[src/rtl/parallel_in_serial_out_piso_pkg.sv]
// Shared types and helpers for the PISO transmitter: FSM state encoding and
// the bit-counter width derived from the word width.
package piso_pkg;

  typedef enum logic {
    PISO_IDLE  = 1'b0,
    PISO_SHIFT = 1'b1
  } piso_state_t;

  function automatic int piso_count_width(input int width);
    return $clog2(width);
  endfunction

endpackage

[src/rtl/parallel_in_serial_out_piso_if.sv]
// Load handshake, shift strobe and serial output bundle of the PISO transmitter.
// The master side offers words and strobes; the slave side is the transmitter.
interface parallel_in_serial_out_piso_if #(
  parameter int DATA_WIDTH = 16
);
  logic                  Enable_In;
  logic                  Load_Valid_In;
  logic                  Load_Ready_Out;
  logic [DATA_WIDTH-1:0] Parallel_Data_In;
  logic                  Shift_Data_Signal_In;
  logic                  Serial_Data_Out;
  logic                  Serial_Valid_Out;
  logic                  Busy_Out;
  logic                  Done_Out;

  modport master (
    output Enable_In, Load_Valid_In, Parallel_Data_In, Shift_Data_Signal_In,
    input  Load_Ready_Out, Serial_Data_Out, Serial_Valid_Out, Busy_Out, Done_Out
  );

  modport slave (
    input  Enable_In, Load_Valid_In, Parallel_Data_In, Shift_Data_Signal_In,
    output Load_Ready_Out, Serial_Data_Out, Serial_Valid_Out, Busy_Out, Done_Out
  );
endinterface

[src/rtl/parallel_in_serial_out_piso_bit_counter.sv]
// Down-counter tracking which bit of the word is on the line; load has
// priority over decrement and the zero flag marks the final bit.
module piso_bit_counter #(
  parameter int WIDTH = 4
) (
  input  logic             i_Clk,
  input  logic             i_Reset_N,
  input  logic             i_Load,
  input  logic [WIDTH-1:0] i_Load_Value,
  input  logic             i_Dec,
  output logic [WIDTH-1:0] o_Count,
  output logic             o_Zero
);
  logic [WIDTH-1:0] r_Bit_Count;

  always_ff @(posedge i_Clk or negedge i_Reset_N) begin
    if (!i_Reset_N) begin
      r_Bit_Count <= '0;
    end else if (i_Load) begin
      r_Bit_Count <= i_Load_Value;
    end else if (i_Dec) begin
      r_Bit_Count <= r_Bit_Count - WIDTH'(1);
    end
  end

  assign o_Count = r_Bit_Count;
  assign o_Zero  = (r_Bit_Count == '0);
endmodule

[src/rtl/parallel_in_serial_out_piso.sv]
// Parallel-in serial-out transmitter: valid/ready word load, one bit per shift strobe.
// Define PISO_LSB_FIRST_EN to transmit LSB first (default is MSB first).
module parallel_in_serial_out_piso
  import piso_pkg::*;
#(
  parameter int DATA_WIDTH = 16
) (
  input logic                     Clk_In,
  input logic                     Reset_N_In,
  parallel_in_serial_out_piso_if.slave bus
);
  localparam int CW = piso_count_width(DATA_WIDTH);

  piso_state_t           r_State;
  piso_state_t           w_Next_State;
  logic [DATA_WIDTH-1:0] r_Shift_Register;
  logic [DATA_WIDTH-1:0] w_Next_Shift_Register;
  logic                  r_Done;
  logic                  w_Next_Done;
  logic                  w_Load_Fire;
  logic                  w_Shift_Fire;
  logic                  w_Count_Load;
  logic                  w_Count_Dec;
  logic                  w_Count_Zero;
  logic [CW-1:0]         w_Count;
  logic                  w_Line_Bit;

  assign w_Load_Fire  = (r_State == PISO_IDLE)  && bus.Enable_In && bus.Load_Valid_In;
  assign w_Shift_Fire = (r_State == PISO_SHIFT) && bus.Enable_In && bus.Shift_Data_Signal_In;

  piso_bit_counter #(
    .WIDTH(CW)
  ) u_bit_counter (
    .i_Clk        (Clk_In),
    .i_Reset_N    (Reset_N_In),
    .i_Load       (w_Count_Load),
    .i_Load_Value (CW'(DATA_WIDTH - 1)),
    .i_Dec        (w_Count_Dec),
    .o_Count      (w_Count),
    .o_Zero       (w_Count_Zero)
  );

  always_comb begin
    w_Next_State          = r_State;
    w_Next_Shift_Register = r_Shift_Register;
    w_Next_Done           = 1'b0;
    w_Count_Load          = 1'b0;
    w_Count_Dec           = 1'b0;
    case (r_State)
      PISO_IDLE: begin
        if (w_Load_Fire) begin
          w_Next_State          = PISO_SHIFT;
          w_Next_Shift_Register = bus.Parallel_Data_In;
          w_Count_Load          = 1'b1;
        end
      end
      PISO_SHIFT: begin
        if (w_Shift_Fire) begin
          if (w_Count_Zero) begin
            // Last bit consumed: clearing here lets a new load land on the Done cycle.
            w_Next_State          = PISO_IDLE;
            w_Next_Shift_Register = '0;
            w_Next_Done           = 1'b1;
          end else begin
`ifdef PISO_LSB_FIRST_EN
            w_Next_Shift_Register = {1'b0, r_Shift_Register[DATA_WIDTH-1:1]};
`else
            w_Next_Shift_Register = {r_Shift_Register[DATA_WIDTH-2:0], 1'b0};
`endif
            w_Count_Dec           = 1'b1;
          end
        end
      end
      default: w_Next_State = PISO_IDLE;
    endcase
  end

  always_ff @(posedge Clk_In or negedge Reset_N_In) begin
    if (!Reset_N_In) begin
      r_State          <= PISO_IDLE;
      r_Shift_Register <= '0;
      r_Done           <= 1'b0;
    end else begin
      r_State          <= w_Next_State;
      r_Shift_Register <= w_Next_Shift_Register;
      r_Done           <= w_Next_Done;
    end
  end

`ifdef PISO_LSB_FIRST_EN
  assign w_Line_Bit = r_Shift_Register[0];
`else
  assign w_Line_Bit = r_Shift_Register[DATA_WIDTH-1];
`endif

  // Outputs depend only on state and enable, never on the load request.
  assign bus.Load_Ready_Out   = (r_State == PISO_IDLE)  && bus.Enable_In;
  assign bus.Serial_Valid_Out = (r_State == PISO_SHIFT) && bus.Enable_In;
  assign bus.Serial_Data_Out  = (r_State == PISO_SHIFT) && bus.Enable_In && w_Line_Bit;
  assign bus.Busy_Out         = (r_State == PISO_SHIFT);
  assign bus.Done_Out         = r_Done;

  logic w_Unused;
  assign w_Unused = ^w_Count;
endmodule

[src/flat_wrapper.sv]
// flat-port wrapper written by rule: the top's interface ports become plain ports
module parallel_in_serial_out_piso_flat import piso_pkg::*;
#(
  parameter int DATA_WIDTH = 16
)
  (Clk_In, Reset_N_In, bus_Enable_In, bus_Load_Valid_In, bus_Parallel_Data_In, bus_Shift_Data_Signal_In, bus_Load_Ready_Out, bus_Serial_Data_Out, bus_Serial_Valid_Out, bus_Busy_Out, bus_Done_Out);
  parallel_in_serial_out_piso_if #(.DATA_WIDTH(DATA_WIDTH)) bus_i ();
  input logic Clk_In;
  input logic Reset_N_In;
  input wire logic [$bits(bus_i.Enable_In)-1:0] bus_Enable_In;
  input wire logic [$bits(bus_i.Load_Valid_In)-1:0] bus_Load_Valid_In;
  input wire logic [$bits(bus_i.Parallel_Data_In)-1:0] bus_Parallel_Data_In;
  input wire logic [$bits(bus_i.Shift_Data_Signal_In)-1:0] bus_Shift_Data_Signal_In;
  output wire logic [$bits(bus_i.Load_Ready_Out)-1:0] bus_Load_Ready_Out;
  output wire logic [$bits(bus_i.Serial_Data_Out)-1:0] bus_Serial_Data_Out;
  output wire logic [$bits(bus_i.Serial_Valid_Out)-1:0] bus_Serial_Valid_Out;
  output wire logic [$bits(bus_i.Busy_Out)-1:0] bus_Busy_Out;
  output wire logic [$bits(bus_i.Done_Out)-1:0] bus_Done_Out;
  assign bus_i.Enable_In = bus_Enable_In;
  assign bus_i.Load_Valid_In = bus_Load_Valid_In;
  assign bus_i.Parallel_Data_In = bus_Parallel_Data_In;
  assign bus_i.Shift_Data_Signal_In = bus_Shift_Data_Signal_In;
  assign bus_Load_Ready_Out = bus_i.Load_Ready_Out;
  assign bus_Serial_Data_Out = bus_i.Serial_Data_Out;
  assign bus_Serial_Valid_Out = bus_i.Serial_Valid_Out;
  assign bus_Busy_Out = bus_i.Busy_Out;
  assign bus_Done_Out = bus_i.Done_Out;
  parallel_in_serial_out_piso #(.DATA_WIDTH(DATA_WIDTH)) u_core (.Clk_In(Clk_In), .Reset_N_In(Reset_N_In), .bus(bus_i));
endmodule
[config.mk]
export PLATFORM = sky130hd
export DESIGN_NAME = parallel_in_serial_out_piso_flat
export DESIGN_NICKNAME = d
export VERILOG_FILES = /design/src/rtl/parallel_in_serial_out_piso_pkg.sv /design/src/rtl/parallel_in_serial_out_piso_if.sv /design/src/rtl/parallel_in_serial_out_piso_bit_counter.sv /design/src/rtl/parallel_in_serial_out_piso.sv /design/src/flat_wrapper.sv
export SDC_FILE = /design/constraint.sdc
export NUM_CORES = 1
export LEC_CHECK = 0
export ABC_CLOCK_PERIOD_IN_PS = 2700
export CAP_MARGIN = 10
export CORE_ASPECT_RATIO = 0.6
export CORE_MARGIN = 8
export CORE_UTILIZATION = 49
export CTS_CLUSTER_SIZE = 24
export DETAILED_ROUTE_END_ITERATION = 10
export GPL_TIMING_DRIVEN = 0
export PLACE_DENSITY_LB_ADDON = 0.05
export SYNTH_ARGS = -nofsm -noshare
export SYNTH_HDL_FRONTEND = slang
export SYNTH_HIERARCHICAL = 1
export SYNTH_SLANG_ARGS = --single-unit
[constraint.sdc]
create_clock -name Clk_In -period 2.7 [get_ports Clk_In]
set_input_delay 0.27 -clock Clk_In [delete_from_list [all_inputs] [get_ports Clk_In]]
set_output_delay 0.27 -clock Clk_In [all_outputs]
set_load 0.02 [all_outputs]
==> flow_summary.ini <==
[run_status]
outcome = complete, no violations

[worst_setup_path]
crit_family = simple AND/OR/NAND/NOR gates
worstSetupPathType = reg2reg
critPathLaunchType = flop
slowest_stage = nor3b_1
crit_start = u_core/u_bit_counter/o_Count[0]
crit_arrival_ps = 2310
critPathMaxFanout = 10
crit_buf_inv = 2
r2r-start = u_core/u_bit_counter/o_Count[0]
crit_path_end_kind = flop
slowest_delay_ps = 490
crit_chain = inv_1 -> ha_1 -> nor3b_1 -> and2b_4 -> buf_6 -> a22o_1 -> mux2_4
crit_required_ps = 2850

[detailed_routing]
drc_errors = 0
drtAntennaViolNets = 0
drt_pass1_iterations = 4
wl_per_cell_um = 17.0
via_per_inst = 5.26
vias = 799
routed_wl_mm = 2.58
drt_iter0_drc = 46

[power_and_ir_drop]
ir_worst_vdd_mv = 0.459
p_per_area_nw_per_um2 = 1010
p_leak_nw = 0.739

[synthesis]
synth_top_cell_area_share_pct = 46.2
synthCells = 90
synth_warnings = 6
synth_mux_area_share_pct = 21.4
synth_compound_gate_area_share_pct = 13.0
ys_types = 27
syn_area_per_cell_um2 = 13.2
synth-edff-count = 0
ys_seq_area_share_pct = 46.2
synth_xor_area_share_pct = 2.21
ys.flop_type = dfrtp_1
synth_top_area_cell = dfrtp_1
synth-adder-area-share_pct = 1.05
yosys-top-cells-count = dfrtp_1, a22o_1, mux2_4, mux2_2, nand2_1
ys_ff_latch = 22
yosysMostFrequentCell = dfrtp_1
synth-async-reset-ratio_pct = 100
synth-simple-area-share_pct = 10.8
ys_top_cells_by_area = dfrtp_1, mux2_4, a22o_1
synth_top_family_by_area = multiplexers
synth_area_um2 = 1190

[grt]
grt_pass1_wl_mm = 4.40
track_usage_pct = 13.5
antenna_found_initial = 0
grt_start_max_net_pins = 23
overflow = 0
grt_pass1_vias = 861

[placement]
io_buffer_count = 25
place.gp.congestion = 0.742
post-dp-hpwl_mm = 1.94

[finish]
final_nets = 145
fill_cells = 152
final_core_util_pct = 70.1
drive_above_1_share_pct = 28.7
n_antenna_cell = 0
area_growth_pct = 31.1

[die]
core.rowCount = 13
coreArea_um2 = 2230
die-area_um2 = 4320
die_h_um = 54.2
start_util_pct = 53.5
pin_count = 26
die_x_um = 79.7

[clocking]
clkLatencyLatePin_ps = 260
cts.repair.resized = 0
hold_buffers = 0
htree_levels = 1
clk_pin_slew_worst_paths_ps = 80
max-clock-path-buffers = 2
cts_sinks = 22
cts-root-buf = clkbuf_8
cts_tree = done
cts-buffers-inserted = 3
post_cts_buffers = 0

[min_path]
hold_path_startpoint = u_core/r_Shift_Register[8]
min_path_type = reg2reg

[timing]
worst_slew_pin_slew_ps = 984
finalCritPeriodShare_pct = 80.0
skew_ps = 3.43
max_slew_margin_pct = 34.2
setup_tns_ps = 0
period_needed_ps = 2160
rsz0062_at_grt = false
fmaxAchievable_ghz = 0.463
drv_slew = 0
setup_viol = 0
hold_viol = 0

[run]
maxCapViolations = 0
[power by group]
| group | leakage (nW) | internal [W] | switching [W] |
|---|---|---|---|
| clock network | 0.0357 | 0.000198 | 0.000103 |
| registers | 0.276 | 0.000471 | 0.000100 |
| logic | 0.428 | 0.000425 | 0.000286 |
| total | 0.739 | 0.00109 | 0.000490 |
[path summary, 6_finish.rpt]
| check | endpoint | slack, ps | cells after the start |
|---|---|---|---|
| setup / recovery | u_core/r_Shift_Register[6] | 540 | 7 |
| hold / removal | u_core/r_Shift_Register[8] | 520 | 1 |
| setup reg to reg | u_core/r_Shift_Register[6] | 540 | 7 |
| hold reg to reg | u_core/r_Shift_Register[8] | 520 | 1 |
| max in group asynchronous | u_core/bus.Done_Out | 1550 | 1 |
| min in group asynchronous | u_core/r_Shift_Register[0] | 550 | 1 |
[through the flow]
step                      cell area (µm²)  worst slack [ps]  std cells  total power (W)  hold slack, ps
after floorplan                      1200               825         93          0.00110           -25.6
after global placement               1490               567        148          0.00125             490
after detailed placement             1490               556        148          0.00128             498
after CTS                            1560               536        152          0.00160             519
after global routing                 1560               368        152          0.00171             538
final                                1560               541        152          0.00158             519
[layer usage]
layer	vias up	GRT usage [%]	share of wire (%)	wire length [µm]
met3	2	5.48	6.7	174
met4	0	2.74	0.46	12
met1	392	18.6	51	1310
met5	-	0	0	0
met2	21	19.5	42	1090
li1	384	-	-	-
[cell families after synthesis]
group / count (synthesis)
AO/OA/AOI/OAI: 19
AND/OR/NAND/NOR: 18
buffers and inverters: 7
XOR/XNOR: 3
other: 1
multiplexers: 19
flip-flops: 22
adder cells (fa/ha/maj): 1
[area by class of cell]
class	instances	area [µm²]	share of cell area [%]
timing repair buffer	25	250	16.0
tap	30	37.5	2.40
sequential	22	551	35.3
buffer	4	47.5	3.04
clock buffer	3	41.3	2.64
inverter	3	11.3	0.721
clock inverter	1	30.0	1.92
multi-input combinational	64	593	38.0
[sequential cells by signal (all words and copies together), names as in the netlist]
| signal | cells |
|---|---|
| u_core/u_bit_counter/o_Count | 4 |
| u_core/bus.Busy_Out | 1 |
| u_core/bus.Done_Out | 1 |
| u_core/r_Shift_Register | 16 |
[layout by cell type (no fill, tap or decap)]
master,instances
dfrtp_1,22
nand2_1,6
buf_6,2
clkdlybuf4s50_1,25
buf_2,1
mux2_4,11
xor2_1,2
nor3b_1,1
nor2_1,1
and2_2,1
o2bb2ai_1,1
bufinv_16,1
ha_1,1
buf_12,1
and2b_4,1
a22o_1,14
and2_1,1
conb_1,4
clkbuf_8,3
nand3_1,1
and3_2,1
and3_1,1
and2b_2,2
nand2_4,1
nor4b_4,1
xnor2_1,1
o21ai_0,3
a21o_2,1
inv_1,3
mux2_2,8
(Power assumes the default switching activity.)
==> RTL edit (same settings) <==
`DATA_WIDTH` is set to 16 in 3 places; all go to 18.
--- a/src/rtl/parallel_in_serial_out_piso_if.sv
+++ b/src/rtl/parallel_in_serial_out_piso_if.sv
@@ -1,7 +1,7 @@
 // Load handshake, shift strobe and serial output bundle of the PISO transmitter.
 // The master side offers words and strobes; the slave side is the transmitter.
 interface parallel_in_serial_out_piso_if #(
-  parameter int DATA_WIDTH = 16
+  parameter int DATA_WIDTH = 18
 );
   logic                  Enable_In;
   logic                  Load_Valid_In;
--- a/src/rtl/parallel_in_serial_out_piso.sv
+++ b/src/rtl/parallel_in_serial_out_piso.sv
@@ -3,7 +3,7 @@
 module parallel_in_serial_out_piso
   import piso_pkg::*;
 #(
-  parameter int DATA_WIDTH = 16
+  parameter int DATA_WIDTH = 18
 ) (
   input logic                     Clk_In,
   input logic                     Reset_N_In,
--- a/src/flat_wrapper.sv
+++ b/src/flat_wrapper.sv
@@ -1,7 +1,7 @@
 // flat-port wrapper written by rule: the top's interface ports become plain ports
 module parallel_in_serial_out_piso_flat import piso_pkg::*;
 #(
-  parameter int DATA_WIDTH = 16
+  parameter int DATA_WIDTH = 18
 )
   (Clk_In, Reset_N_In, bus_Enable_In, bus_Load_Valid_In, bus_Parallel_Data_In, bus_Shift_Data_Signal_In, bus_Load_Ready_Out, bus_Serial_Data_Out, bus_Serial_Valid_Out, bus_Busy_Out, bus_Done_Out);
   parallel_in_serial_out_piso_if #(.DATA_WIDTH(DATA_WIDTH)) bus_i ();
Ports: changed (resized bus_Parallel_Data_In); port bits go from 26 to 28. No check against the original RTL was run, so the function may have changed too.
==> RTL edit against the unedited design <==
Fmax is 5.6% lower. Wire length is 11% higher. Final area is 13% higher. Sequential cell count is 3 higher. Setup slack worse by 0.13 ns. Total power is 12% higher. Area after synthesis is 15% higher. Largest cell class unchanged. Highest routed layer unchanged.
==> RTL edit: results <==
metrics = {
    "final_layout": {
        "area_delta_synth_final_pct": 28.5,
        "largest_reg_flops": 18,
        "layout-drive-gt1-share_pct": 32.1,
        "num-fill-cells": 224,
        "finalNetCount": 165,
    },
    "route": {
        "route.met2.wl_microns": 1170,
        "num_vias": 891,
        "wl_per_cell_microns": 16.5,
        "met1_length_microns": 1520,
        "wirelength_microns": 2860,
        "drt_iter0_markers": 70,
        "met3_length_microns": 170,
    },
    "setup_path": {
        "regToRegSetupSlack_ns": 0.41,
        "worstPathArrival_ns": 2.44,
        "cp_top_family": "simple AND/OR/NAND/NOR gates",
        "slowest_stage": "nor4b_2",
        "slowest_delay_ns": 0.59,
        "cp_max_fo": 6,
    },
    "synth": {
        "synthTopCellsByArea": "dfrtp_1, mux2_4, mux2_2, a22o_1, a22o_2",
        "synth_common_cells": "dfrtp_1, a22o_1, mux2_4, mux2_2, nand2_1",
        "syn_inst": 105,
        "synth-seq-area-share_pct": 45.5,
        "synth.distinct_cells": 32,
        "async_flop_share_pct": 100,
    },
    "placement": {
        "dpl.hpwl_microns": 2100,
        "place.gp.congestion": 0.680,
        "pre_cts_slack_ns": -0.0571,
        "postPlaceCellArea_sq_mm": 0.00170,
        "io_buffer_count": 27,
    },
    "global_route": {
        "met3_usage_pct": 5.29,
        "met1_usage_pct": 17.1,
        "grt_pass1_wl_microns": 4690,
        "grt_max_degree": 26,
        "grt_pass1_vias": 943,
        "use_met2_pct": 16.5,
    },
    "power": {
        "vdd_drop_max_mv": 0.569,
        "p_leak_nw": 0.844,
    },
    "sta": {
        "whs_ns": 0.330,
        "period_needed_ns": 2.29,
        "worst_pin_slew_ns": 0.696,
        "finalClockSkew_ns": 0.00615,
    },
    "clock_network": {
        "cts_resized": 1,
        "path_clk_slew_ns": 0.09,
    },
    "worst_hold_path": {
        "hold_path_class": "input pin to asynchronous set/reset pin",
    },
    "outcome": {
        "status": "finished clean",
    },
}
RTL edit: cell families after synthesis:
logic type / after synthesis / synth area share (%)
DFF: 25 / 45.5
AOI/OAI and AO/OA: 23 / 13.7
buffers and inverters: 9 / 6.19
other: 2 / 0.546
and+or+nand+nor: 21 / 11.2
xor gates and xnor gates: 4 / 2.55
muxes: 20 / 19.4
adders and majority gates: 1 / 0.910
RTL edit: worst paths after layout:
kind | cells after the start | from | end
worst min-delay path | 1 | Reset_N_In | u_core/r_Shift_Register[7]$_DFFE_PN0P_
worst max register to register | 7 | u_core/u_bit_counter/o_Count[0]$_DFFE_PN0P_ | u_core/u_bit_counter/o_Count[3]$_DFFE_PN0P_
max in group asynchronous | 2 | Reset_N_In | u_core/u_bit_counter/o_Count[4]$_DFFE_PN0P_
worst max-delay path | 7 | u_core/u_bit_counter/o_Count[0]$_DFFE_PN0P_ | u_core/u_bit_counter/o_Count[3]$_DFFE_PN0P_
min in group Clk_In | 1 | u_core/r_Shift_Register[14]$_DFFE_PN0P_ | u_core/r_Shift_Register[14]$_DFFE_PN0P_
worst min register to register | 1 | u_core/r_Shift_Register[14]$_DFFE_PN0P_ | u_core/r_Shift_Register[14]$_DFFE_PN0P_
RTL edit: power breakdown:
part           leakage (nW)  total [mW]  switching (mW)  internal, mW
Sequential            0.313       0.660           0.121         0.539
Combinational         0.506       0.896           0.352         0.544
Clock                0.0255       0.220           0.117         0.103
RTL edit: layout make-up:
cell class                 instances  share of cell area (%)
tap                               34                    2.41
clock buffer                       3                    2.34
buffer                             6                    4.18
inverter                           3                   0.637
sequential                        25                    35.4
timing repair buffer              28                    16.1
multi-input combinational         74                    38.6
clock inverter                     1                   0.283
